File: config.mk
export PLATFORM = sky130hd
export DESIGN_NAME = imem_arbiter
export DESIGN_NICKNAME = d
export VERILOG_FILES = /design/src/rtl/imem_arbiter.sv
export SDC_FILE = /design/constraint.sdc
export NUM_CORES = 1
export LEC_CHECK = 0
export CAP_MARGIN = 20
export CORE_ASPECT_RATIO = 0.8
export CORE_MARGIN = 2
export CORE_UTILIZATION = 39
export DETAILED_ROUTE_END_ITERATION = 10
export HOLD_SLACK_MARGIN = 0.06
export PLACE_DENSITY_LB_ADDON = 0.08
export SKIP_CTS_REPAIR_TIMING = 1
export SLEW_MARGIN = 20
export SYNTH_ARGS = -nofsm -noshare
export SYNTH_HDL_FRONTEND = slang
export SYNTH_SLANG_ARGS = --single-unit
File: constraint.sdc
create_clock -name clk -period 3.8 [get_ports clk]
set_input_delay 0.57 -clock clk [delete_from_list [all_inputs] [get_ports clk]]
set_output_delay 0.57 -clock clk [all_outputs]
set_load 0.1 [all_outputs]
File: src/rtl/imem_arbiter.sv
// imem_arbiter: shares a single-port instruction memory between the IF-stage
// fetch port and the program loader/debug port. After reset the loader owns
// the memory (BOOT) until it signals ld_done; afterwards fetch has priority
// and a wait counter forces a one-cycle loader grant (FORCE) so the loader
// cannot starve.
module imem_arbiter #(
    parameter int DATA_W     = 32,
    parameter int DEPTH_LOG2 = 10,
    parameter int MAX_WAIT   = 8
) (
    input  logic                  clk,
    input  logic                  rst,
    input  logic                  if_req,
    input  logic [31:0]           if_addr,
    output logic                  if_gnt,
    output logic                  if_valid,
    output logic [DATA_W-1:0]     if_inst,
    input  logic                  ld_req,
    input  logic                  ld_we,
    input  logic [31:0]           ld_addr,
    input  logic [DATA_W-1:0]     ld_wdata,
    input  logic                  ld_done,
    output logic                  ld_gnt,
    output logic                  ld_valid,
    output logic [DATA_W-1:0]     ld_rdata,
    output logic                  boot_busy,
    output logic                  mem_en,
    output logic                  mem_we,
    output logic [DEPTH_LOG2-1:0] mem_addr,
    output logic [DATA_W-1:0]     mem_wdata,
    input  logic [DATA_W-1:0]     mem_rdata
);

    localparam int CNT_W = (MAX_WAIT < 1) ? 1 : $clog2(MAX_WAIT + 1);
    localparam logic [CNT_W-1:0] CNT_MAX  = CNT_W'(MAX_WAIT);
    localparam logic [CNT_W-1:0] CNT_LAST = CNT_W'(MAX_WAIT - 1);

    typedef enum logic [1:0] {
        BOOT  = 2'd0,
        RUN   = 2'd1,
        FORCE = 2'd2
    } state_t;

    typedef enum logic [1:0] {
        OWN_NONE = 2'd0,
        OWN_IF   = 2'd1,
        OWN_LD   = 2'd2
    } owner_t;

    state_t              state;
    owner_t              owner_p1;
    logic [CNT_W-1:0]    wait_cnt;
    logic [DATA_W-1:0]   if_inst_q;
    logic [DATA_W-1:0]   ld_rdata_q;
    logic                ld_denied;

    // Grant decode from the current state and the live requests
    always_comb begin
        if_gnt = 1'b0;
        ld_gnt = 1'b0;
        case (state)
            BOOT: begin
                ld_gnt = ld_req;
            end
            RUN: begin
                if_gnt = if_req;
                ld_gnt = ld_req & ~if_req;
            end
            FORCE: begin
                ld_gnt = ld_req;
            end
            default: begin
                if_gnt = 1'b0;
                ld_gnt = 1'b0;
            end
        endcase
    end

    assign ld_denied = ld_req & ~ld_gnt;
    assign boot_busy = (state == BOOT);

    // Memory port: word index taken from the granted byte address; upper
    // address bits are dropped so out-of-range addresses wrap.
    assign mem_en    = if_gnt | ld_gnt;
    assign mem_we    = ld_gnt & ld_we;
    assign mem_addr  = if_gnt ? if_addr[DEPTH_LOG2+1:2] :
                       ld_gnt ? ld_addr[DEPTH_LOG2+1:2] : '0;
    assign mem_wdata = ld_gnt ? ld_wdata : '0;

    // State machine and loader starvation counter
    always_ff @(posedge clk) begin
        if (rst) begin
            state    <= BOOT;
            wait_cnt <= '0;
        end else begin
            case (state)
                BOOT: begin
                    wait_cnt <= '0;
                    if (ld_done) begin
                        state <= RUN;
                    end
                end
                RUN: begin
                    if (ld_denied) begin
                        // The denial that brings the count to MAX_WAIT hands
                        // the very next cycle to the loader.
                        if (wait_cnt >= CNT_LAST) begin
                            wait_cnt <= CNT_MAX;
                            state    <= FORCE;
                        end else begin
                            wait_cnt <= wait_cnt + 1'b1;
                        end
                    end else begin
                        wait_cnt <= '0;
                    end
                end
                FORCE: begin
                    wait_cnt <= '0;
                    state    <= RUN;
                end
                default: begin
                    wait_cnt <= '0;
                    state    <= BOOT;
                end
            endcase
        end
    end

    // Owner tag for the read issued this cycle; writes leave no owner
    always_ff @(posedge clk) begin
        if (rst) begin
            owner_p1 <= OWN_NONE;
        end else if (if_gnt) begin
            owner_p1 <= OWN_IF;
        end else if (ld_gnt & ~ld_we) begin
            owner_p1 <= OWN_LD;
        end else begin
            owner_p1 <= OWN_NONE;
        end
    end

    // A reset landing on the return cycle drops the pending valid
    assign if_valid = (owner_p1 == OWN_IF) & ~rst;
    assign ld_valid = (owner_p1 == OWN_LD) & ~rst;

    // Read data is forwarded straight from memory on the valid cycle and
    // held afterwards until the next valid for the same port.
    assign if_inst  = if_valid ? mem_rdata : if_inst_q;
    assign ld_rdata = ld_valid ? mem_rdata : ld_rdata_q;

    // Hold registers for the returned read data
    always_ff @(posedge clk) begin
        if (rst) begin
            if_inst_q  <= '0;
            ld_rdata_q <= '0;
        end else begin
            if (if_valid) begin
                if_inst_q <= mem_rdata;
            end
            if (ld_valid) begin
                ld_rdata_q <= mem_rdata;
            end
        end
    end

    logic unused_addr_bits;
    assign unused_addr_bits = ^{if_addr[31:DEPTH_LOG2+2], if_addr[1:0],
                                ld_addr[31:DEPTH_LOG2+2], ld_addr[1:0]};

endmodule

==> results_dict.tcl <==
set metrics [dict create \
    overflow 0 \
    maxClockFrequency_ghz 0.346 \
    dp_worst_setup_slack_ns 0.985 \
    power_leakage_uw 0.00273 \
    die-height_um 90.5 \
    setup_slack_ns 0.907 \
    worstHoldPathType "flip-flop to flip-flop" \
    synthCells 438 \
    h-tree-depth 3 \
    starting_density 0.402 \
    pin_count 247 \
    ys.warnings.count 0 \
    timing.max_cap.violations 0 \
    filler_cell_count 683 \
    post_drt_wl_per_cell_um 16.0 \
    synth_area_per_cell_um2 8.32 \
    max_fanout_on_critical_path 18 \
    wire_length_of_the_first_global_routing_pass_um 19600 \
    numClockSinks 72 \
    grt_antenna_before_repair 0 \
    detail_route.first_pass.iterations 4 \
    area_growth_syn_to_layout_pct 84.0 \
    worst_setup_hold_path_clk_slew_ns 0.06 \
    drt-total-wl_um 11900 \
    timing.slew.headroom 0.346 \
    holdWs_ns 0.440 \
    detail-route-antenna-nets 0 \
    netlist-cell-type-count 29 \
    floorplan.die.width_um 112 \
    setup_repair_after_global_routing_missed_its_margin "no" \
    layout.nets 759 \
    status "finished, final reports clean" \
    ctsRootBufferMaster "clkbuf_16" \
    design_power_total_uw 2590 \
    worst-endpoint-required_ns 3.23 \
    clock-skew-final_ns 0.00585 \
    report.final.setup_viol 0 \
    final.period_utilization 0.761 \
    final_layout_size_suffix_gt1_frac 0.342 \
    crit_path_launch_type "flip-flop" \
    critical_path_class "flip-flop to output pin" \
    power-per-cell-area_mw_per_mm2 386 \
    port-buffer-count 202 \
    tns_ns 0 \
    fp.dieArea_mm2 0.0101 \
    gp_routability_congestion 0.759 \
    critPathArrivalTime_ns 2.32 \
    max-vdd-ir-drop_v 0.000210 \
    finalHoldViolations 0 \
    clock_insertion_delay_worst_skew_ns 0.33 \
    postPlaceCellArea_mm2 0.00639 \
    clock_tree_from_tritoncts "built" \
    drt_first_iter_violations 173 \
    n_antenna_cell 0 \
    number_of_vias_in_the_routed_layout 3799 \
    worstSetupEndpointType "output pin" \
    design_area_mm2 0.00671 \
    dpl.hpwl_um 8740 \
    sequential_fraction_of_the_synthesis_area 0.395 \
    clock_path_buffers 2 \
    synthesis.nets 573 \
    final_max_slew_viol_count 0 \
    drc 0 \
    fp-row-count 31 \
    total_grt_usage 0.239 \
    grt_pass1_vias 4021 \
    core_area_mm2 0.00908 \
    largest_net_degree_at_the_start_of_global_routing 35 \
    timing_worst_slew_pin_value_ns 0.978 \
    period_minus_slack_ns 2.89 \
    cts_buffers 9 \
    ys_ff_latch 72 \
    route.detailed.vias_per_inst 5.11 \
    synth_area_mm2 0.00365 \
]
-- stage by stage --
stage / utilization / cells
floorplan: - / 438
global placement: 0.704 / 728
detailed placement: 0.704 / 728
CTS: 0.739 / 743
global route: 0.739 / 743
finish: 0.739 / 743
-- cells in the final DEF (no fill, tap or decap), types with 2 or more instances in the layout --
master | Yosys | routed
a21oi_1 | 66 | 66
a22o_1 | 10 | 10
and3_1 | 31 | 31
and3_2 | 2 | 2
buf_12 | 0 | 76
buf_4 | 6 | 47
bufinv_16 | 0 | 2
clkbuf_16 | 0 | 9
clkdlybuf4s50_1 | 0 | 89
dfxtp_1 | 72 | 72
mux2_2 | 63 | 63
nand2_1 | 130 | 130
nand2b_2 | 0 | 2
nor2_1 | 4 | 4
nor2_4 | 2 | 2
nor2b_2 | 0 | 2
nor3_1 | 2 | 2
-- final cells by class --
cell class | instances | area [um2] | share of cell area
clock buffers | 10 | 239 | 0.0356
multi-input cells | 328 | 2030 | 0.303
flip-flops and latches | 72 | 1440 | 0.215
clock inverters | 5 | 81.3 | 0.0121
well taps | 115 | 144 | 0.0214
repair buffers | 213 | 2770 | 0.413
-- power by group --
part           internal [uW]  total, uW  switching, uW
registers                776        788           11.4
clock network            588        903            315
logic                    310        897            587
total                   1670       2590            913
-- routing by layer --
layer / routed length (um) / up-vias / global-route usage
met5: 0 / - / 0
met4: 195 / 0 / 0.0711
met3: 983 / 16 / 0.0960
met2: 6030 / 139 / 0.420
met1: 4690 / 1782 / 0.266
li1: - / 1862 / -
-- cell families after synthesis --
group	count (synthesis)	share of synthesized area
adders and majority gates	1	0.00343
xor gates and xnor gates	1	0.00240
DFF	72	0.395
buffers and inverters	38	0.0494
and+or+nand+nor	184	0.232
muxes	64	0.198
AOI/OAI and AO/OA	78	0.119
-- synth_stat cells --
master | instances | area share
or4b_4 | 1 | 0.0038
o21ai_2 | 1 | 0.0024
mux2_1 | 1 | 0.0031
nor3b_2 | 1 | 0.0034
buf_1 | 1 | 0.0010
and3b_1 | 1 | 0.0024
buf_2 | 12 | 0.016
nand2b_1 | 2 | 0.0034
and3_2 | 2 | 0.0041
nor2_1 | 4 | 0.0041
mux2_2 | 63 | 0.19
nor3_2 | 1 | 0.0027
nor2b_1 | 3 | 0.0051
or2_2 | 1 | 0.0017
nor4b_1 | 1 | 0.0024
xnor2_1 | 1 | 0.0024
and3_1 | 31 | 0.053
nand2_1 | 130 | 0.13
dfxtp_1 | 72 | 0.40
buf_4 | 6 | 0.012
a21oi_1 | 66 | 0.091
a22o_1 | 10 | 0.024
a2111oi_0 | 1 | 0.0024
and2_1 | 1 | 0.0017
ha_1 | 1 | 0.0034
nand3_1 | 1 | 0.0014
nor2_4 | 2 | 0.0062
nor3_1 | 2 | 0.0027
clkbuf_1 | 19 | 0.020
-- state kept, by name (all words and copies together), names as in the netlist --
name / cells
owner_p1: 2
state: 2
ld_rdata_q: 32
wait_cnt: 4
if_inst_q: 32
-- worst max-delay path, cell delays in order (launching register included) --
cell and delay, ns:
dfxtp_1 0.34, nand2b_2 0.22, nor2_4 0.48, buf_4 0.37, mux2_1 0.40, buf_12 0.18
-- final timing paths --
kind,from,to,slack (ns),cells past startpoint
setup reg to reg,owner_p1[1],ld_rdata_q[18],2.14,4
hold / removal,wait_cnt[3],wait_cnt[2],0.44,1
hold reg to reg,wait_cnt[3],wait_cnt[2],0.44,1
setup / recovery,owner_p1[1],if_inst[30],0.91,5
Note: power is estimated with default switching activity, not from simulation.
